$ cat src/rtl/oam_dma_if.sv
// Bus bundle shared by the CPU, the sprite-DMA engine and the shared memory/PPU bus.
// The DMA engine sits on the master side and owns the shared bus.
interface oam_dma_if;
    logic [15:0] cpu_address;
    logic [7:0]  cpu_o_data;
    logic        cpu_we;
    logic        cpu_locked;
    logic [7:0]  cpu_i_data;
    logic [15:0] mem_address;
    logic [7:0]  mem_i_data;
    logic [7:0]  mem_o_data;
    logic        mem_we;
    logic        busy;

    modport master (
        input  cpu_address, cpu_o_data, cpu_we, mem_i_data,
        output cpu_locked, cpu_i_data, mem_address, mem_o_data, mem_we, busy
    );

    modport slave (
        output cpu_address, cpu_o_data, cpu_we, mem_i_data,
        input  cpu_locked, cpu_i_data, mem_address, mem_o_data, mem_we, busy
    );
endinterface

$ cat src/rtl/oam_dma.sv
// Sprite-DMA engine: passes the CPU bus through while idle and copies one 256-byte page to the OAM port
// on a CPU write to 16'h4014. Define OAM_DMA_ALIGN_EN to add the parity-aligned ALIGN start-up state.
module oam_dma (
    input  logic      clock,
    input  logic      reset,
    input  logic      locked,
    oam_dma_if.master bus
);

    localparam logic [15:0] DMA_REG  = 16'h4014;
    localparam logic [15:0] OAM_PORT = 16'h2004;

`ifdef OAM_DMA_ALIGN_EN
    typedef enum logic [1:0] {IDLE, ALIGN, READ, WRITE} state_t;
    localparam state_t FIRST = ALIGN;
`else
    typedef enum logic [1:0] {IDLE, READ, WRITE} state_t;
    localparam state_t FIRST = READ;
`endif

    state_t     state;
    state_t     state_nx;
    logic [7:0] page;
    logic [7:0] idx;
    logic       busy_r;
    logic       we_q;
    logic       trigger;
    logic       last_byte;

    // Only a rising write strobe starts a copy, so a frozen CPU holding we high cannot retrigger.
    assign trigger   = locked & bus.cpu_we & ~we_q & (bus.cpu_address == DMA_REG) & (state == IDLE);
    assign last_byte = (idx == 8'hFF);

`ifdef OAM_DMA_ALIGN_EN
    logic parity;
    logic align_hold;
    logic align_stay;

    // A second ALIGN cycle is spent only when parity was 1 on the first one.
    assign align_stay = parity & ~align_hold;

    always_ff @(posedge clock or posedge reset) begin
        if (reset) begin
            parity     <= 1'b0;
            align_hold <= 1'b0;
        end else if (locked) begin
            parity <= ~parity;
            if (trigger)
                align_hold <= 1'b0;
            else if (state == ALIGN && align_stay)
                align_hold <= 1'b1;
        end
    end
`endif

    // NOTE: flops use non-blocking assignments so every register samples pre-edge values.
    always_ff @(posedge clock or posedge reset) begin
        if (reset)
            state <= IDLE;
        else if (locked)
            state <= state_nx;
    end

    always_ff @(posedge clock or posedge reset) begin
        if (reset) begin
            page   <= 8'h00;
            idx    <= 8'h00;
            busy_r <= 1'b0;
            we_q   <= 1'b0;
        end else if (locked) begin
            we_q <= bus.cpu_we;
            if (trigger) begin
                page   <= bus.cpu_o_data;
                idx    <= 8'h00;
                busy_r <= 1'b1;
            end else if (state == WRITE) begin
                if (last_byte)
                    busy_r <= 1'b0;
                else
                    idx <= idx + 8'd1;
            end
        end
    end

    // NOTE: default assignment first so no path leaves state_nx unassigned and infers a latch.
    always_comb begin
        state_nx = state;
        case (state)
            IDLE:  if (trigger) state_nx = FIRST;
`ifdef OAM_DMA_ALIGN_EN
            ALIGN: state_nx = align_stay ? ALIGN : READ;
`endif
            READ:  state_nx = WRITE;
            WRITE: state_nx = last_byte ? IDLE : READ;
            default: state_nx = IDLE;
        endcase
    end

    always_comb begin
        bus.mem_address = bus.cpu_address;
        bus.mem_o_data  = bus.cpu_o_data;
        bus.mem_we      = bus.cpu_we;
        bus.cpu_i_data  = bus.mem_i_data;
        bus.cpu_locked  = locked & ~busy_r;
        bus.busy        = busy_r;
        case (state)
`ifdef OAM_DMA_ALIGN_EN
            ALIGN: begin
                bus.mem_address = {page, 8'h00};
                bus.mem_we      = 1'b0;
            end
`endif
            READ: begin
                bus.mem_address = {page, idx};
                bus.mem_we      = 1'b0;
            end
            WRITE: begin
                bus.mem_address = OAM_PORT;
                bus.mem_o_data  = bus.mem_i_data;
                bus.mem_we      = 1'b1;
            end
            default: ;
        endcase
    end

endmodule

$ cat src/flat_wrapper.sv
// flat-port wrapper written by rule: the top's interface ports become plain ports
module oam_dma_flat 
  (clock, reset, locked, bus_cpu_address, bus_cpu_o_data, bus_cpu_we, bus_mem_i_data, bus_cpu_locked, bus_cpu_i_data, bus_mem_address, bus_mem_o_data, bus_mem_we, bus_busy);
  oam_dma_if bus_i ();
  input  logic clock;
  input  logic reset;
  input  logic locked;
  input wire logic [$bits(bus_i.cpu_address)-1:0] bus_cpu_address;
  input wire logic [$bits(bus_i.cpu_o_data)-1:0] bus_cpu_o_data;
  input wire logic [$bits(bus_i.cpu_we)-1:0] bus_cpu_we;
  input wire logic [$bits(bus_i.mem_i_data)-1:0] bus_mem_i_data;
  output wire logic [$bits(bus_i.cpu_locked)-1:0] bus_cpu_locked;
  output wire logic [$bits(bus_i.cpu_i_data)-1:0] bus_cpu_i_data;
  output wire logic [$bits(bus_i.mem_address)-1:0] bus_mem_address;
  output wire logic [$bits(bus_i.mem_o_data)-1:0] bus_mem_o_data;
  output wire logic [$bits(bus_i.mem_we)-1:0] bus_mem_we;
  output wire logic [$bits(bus_i.busy)-1:0] bus_busy;
  assign bus_i.cpu_address = bus_cpu_address;
  assign bus_i.cpu_o_data = bus_cpu_o_data;
  assign bus_i.cpu_we = bus_cpu_we;
  assign bus_i.mem_i_data = bus_mem_i_data;
  assign bus_cpu_locked = bus_i.cpu_locked;
  assign bus_cpu_i_data = bus_i.cpu_i_data;
  assign bus_mem_address = bus_i.mem_address;
  assign bus_mem_o_data = bus_i.mem_o_data;
  assign bus_mem_we = bus_i.mem_we;
  assign bus_busy = bus_i.busy;
  oam_dma u_core (.clock(clock), .reset(reset), .locked(locked), .bus(bus_i));
endmodule
$ cat config.mk
export PLATFORM = sky130hd
export DESIGN_NAME = oam_dma_flat
export DESIGN_NICKNAME = d
export VERILOG_FILES = /design/src/rtl/oam_dma_if.sv /design/src/rtl/oam_dma.sv /design/src/flat_wrapper.sv
export SDC_FILE = /design/constraint.sdc
export NUM_CORES = 1
export LEC_CHECK = 0
export BUFFER_PORTS_ARGS = -buffer_cell sky130_fd_sc_hd__buf_2
export CORE_ASPECT_RATIO = 1.75
export CORE_MARGIN = 2
export CORE_UTILIZATION = 47
export DETAILED_ROUTE_END_ITERATION = 10
export PLACE_DENSITY = 0.78
export REMOVE_ABC_BUFFERS = 1
export SKIP_CTS_REPAIR_TIMING = 1
export SLEW_MARGIN = 10
export SYNTH_ARGS = -nofsm -noshare
export SYNTH_HDL_FRONTEND = slang
export SYNTH_SLANG_ARGS = --single-unit
$ cat constraint.sdc
create_clock -name clock -period 2.2 [get_ports clock]
set_input_delay 0.22 -clock clock [delete_from_list [all_inputs] [get_ports clock]]
set_output_delay 0.22 -clock clock [all_outputs]
set_load 0.02 [all_outputs]
==> out/metrics.cfg <==
[clocking]
clk_pin_slew_ns = 0.07
cts_inserted_buffers = 3
cts-root-buf = clkbuf_8
cts_sinks = 20
cts_tree = built
clockBufferDepth = 2
insertion_delay_ns = 0.26
h-tree-depth = 1

[synthesis]
ys_warn_count = 0
synth_ff_type = dfrtp_1
synth_edf_count = 0
synth_top_family_by_area = simple AND/OR/NAND/NOR gates
ys_seq_area_share_pct = 32.92
ys_top_cells_by_area = dfrtp_1, mux2_2, nand3_1
synth-simple-area-share_pct = 20.33
synth_compound_gate_area_share_pct = 10.53
syn_area_mm2 = 0.001520
muxShareOfSynthArea_pct = 15.56
synth_async_sr_flop_share_pct = 100.0
yosys.area_share.xor_xnor_pct = 2.305
synth_top_area_cell = dfrtp_1
synth_fa_ha_area_share_pct = 4.938
yosys_register_bits = 20
synth.distinct_cells = 37
synth_top_area_share_pct = 32.92
syn_inst = 170
syn-mean-instance-area_um2 = 8.942

[placement]
pre_cts_ws_ns = 0.3626
portBuffers = 70
place_inst = 269
dp_hpwl_um = 2939
gp_congestion = 0.9388
place_area_mm2 = 0.001822

[power_and_ir_drop]
p_total_mw = 2.200
worst_ir_drop_vdd_v = 0.0008857
power.leakage_nw = 1.016
p_per_area_mw_per_mm2 = 1172

[sta]
timing.fmax_mhz = 497.3
fin_crit_ns = 2.011
setup_viol = 0
hold_viol_final = 0
layout_setup_ws_ns = 0.1891
post-route-period-util_pct = 91.40
worstMarginPinSlew_ns = 0.7625
max_slew_margin_pct = 49.11
tns_ns = 0
holdWs_ns = 0.08299
fin_skew_ns = 0.001723
rsz0062_at_grt = no
report.final.slew_viol_count = 0

[floorplanning]
die_y_um = 79.24
start_util_pct = 48.91
coreArea_mm2 = 0.003108
pin_count = 71
die_w_um = 46.99
die_area_mm2 = 0.003723
num_rows = 27

[setup_path]
cp-start-kind = flip-flop
critPathSlowestCell = dfrtp_1
cp-end-kind = primary output
cp_num_buf_inv = 3
arrival_ns = 1.79
cp_max_fo = 16
cp_top_family = buffers and inverters
crit_path_max_incr_delay_ns = 0.41
crit_required_ns = 1.98
critical_path_class = flip-flop to primary output
cp_cell_sequence = inv_1, ha_1, buf_4, nand3_1, o21ai_0, buf_2

[final_layout]
final_cells = 273
post-route-util_pct = 60.39
final_common_cell = buf_2
fillers = 321
antenna_cells = 0
drive_gt1_share_pct = 42.61
nets = 273
mostFrequentLayoutCells = buf_2, dfrtp_1, inv_1
layout-area-overhead-vs-synth_pct = 23.46
final_area_mm2 = 0.001877

[detailed_routing]
drc = 0
vias_per_cell = 5.103
drtPass1Iterations = 4
drt_iter0_drc = 13
ant_nets = 0
vias = 1393
drt-total-wl_um = 3655
wire_per_inst_um = 13.39

[global_route]
first_global_vias = 1330
overflow = 0
grtUsageTotal_pct = 21.77
grt_max_degree = 21
antenna_found_initial = 0
grt_pass1_wl_um = 5885

[job]
drv_cap = 0

[worst_hold_path]
hold_class = primary input to async pin

[status]
outcome = finished, final reports clean

-- path summary, 6_finish.rpt --
check                                     endpoint  slack, ns  cells past startpoint         startpoint
max in group asynchronous            u_core.idx[4]       1.64                      2              reset
worst min-delay path                u_core.page[4]       0.08                      2              reset
min in group clock                  u_core.page[2]       0.19                      2  bus_cpu_o_data[2]
worst min register to register      u_core.page[2]       0.50                      1     u_core.page[2]
worst max register to register      u_core.page[5]       0.42                      4        u_core.we_q
worst max-delay path            bus_mem_address[5]       0.19                      6    u_core.state[1]
-- kinds of logic after synthesis --
logic type      count (synthesis)
xor+xnor                        4
buf+inv                        37
flops                          20
compound gates                 28
simple gates                   54
fa+ha+maj                       6
mux                            21
-- area by class of cell --
type | instances | area (µm²) | share of cell area [%]
clock buffers | 4 | 55.05 | 2.933
flip-flops and latches | 20 | 500.5 | 26.67
inverters | 19 | 71.32 | 3.800
multi-input cells | 113 | 815.8 | 43.47
repair buffers | 74 | 380.4 | 20.27
well taps | 43 | 53.80 | 2.867
-- registers in the layout, indices dropped and copies added, names as in the netlist --
signal / count
u_core.bus.busy: 1
u_core.idx: 8
u_core.page: 8
u_core.state: 2
u_core.we_q: 1
-- where the power goes --
part / internal [mW] / switching (mW)
Clock: 0.160 / 0.122
Combinational: 0.528 / 0.858
Sequential: 0.439 / 0.0941
-- layer usage --
metal	global-route usage (%)	share of wire, %	wire length [µm]
met1	23.81	37	1345
met2	39.04	57	2088
met3	2.273	3.7	134
met4	10.00	2.4	87
met5	0	0	0
-- synthesized netlist by cell type, types with 2 or more instances --
library cell,n
o21ai_0,16
mux2_1,2
nand4_1,3
nand3_1,18
buf_4,8
dfrtp_1,20
xnor2_1,4
nor3_1,2
o211ai_1,2
mux2_2,15
and3_1,3
ha_1,6
nand2_1,4
nor2_1,14
inv_1,19
clkbuf_1,6
a21oi_1,6
mux2i_1,3
Note: power is estimated with default switching activity, not from simulation.
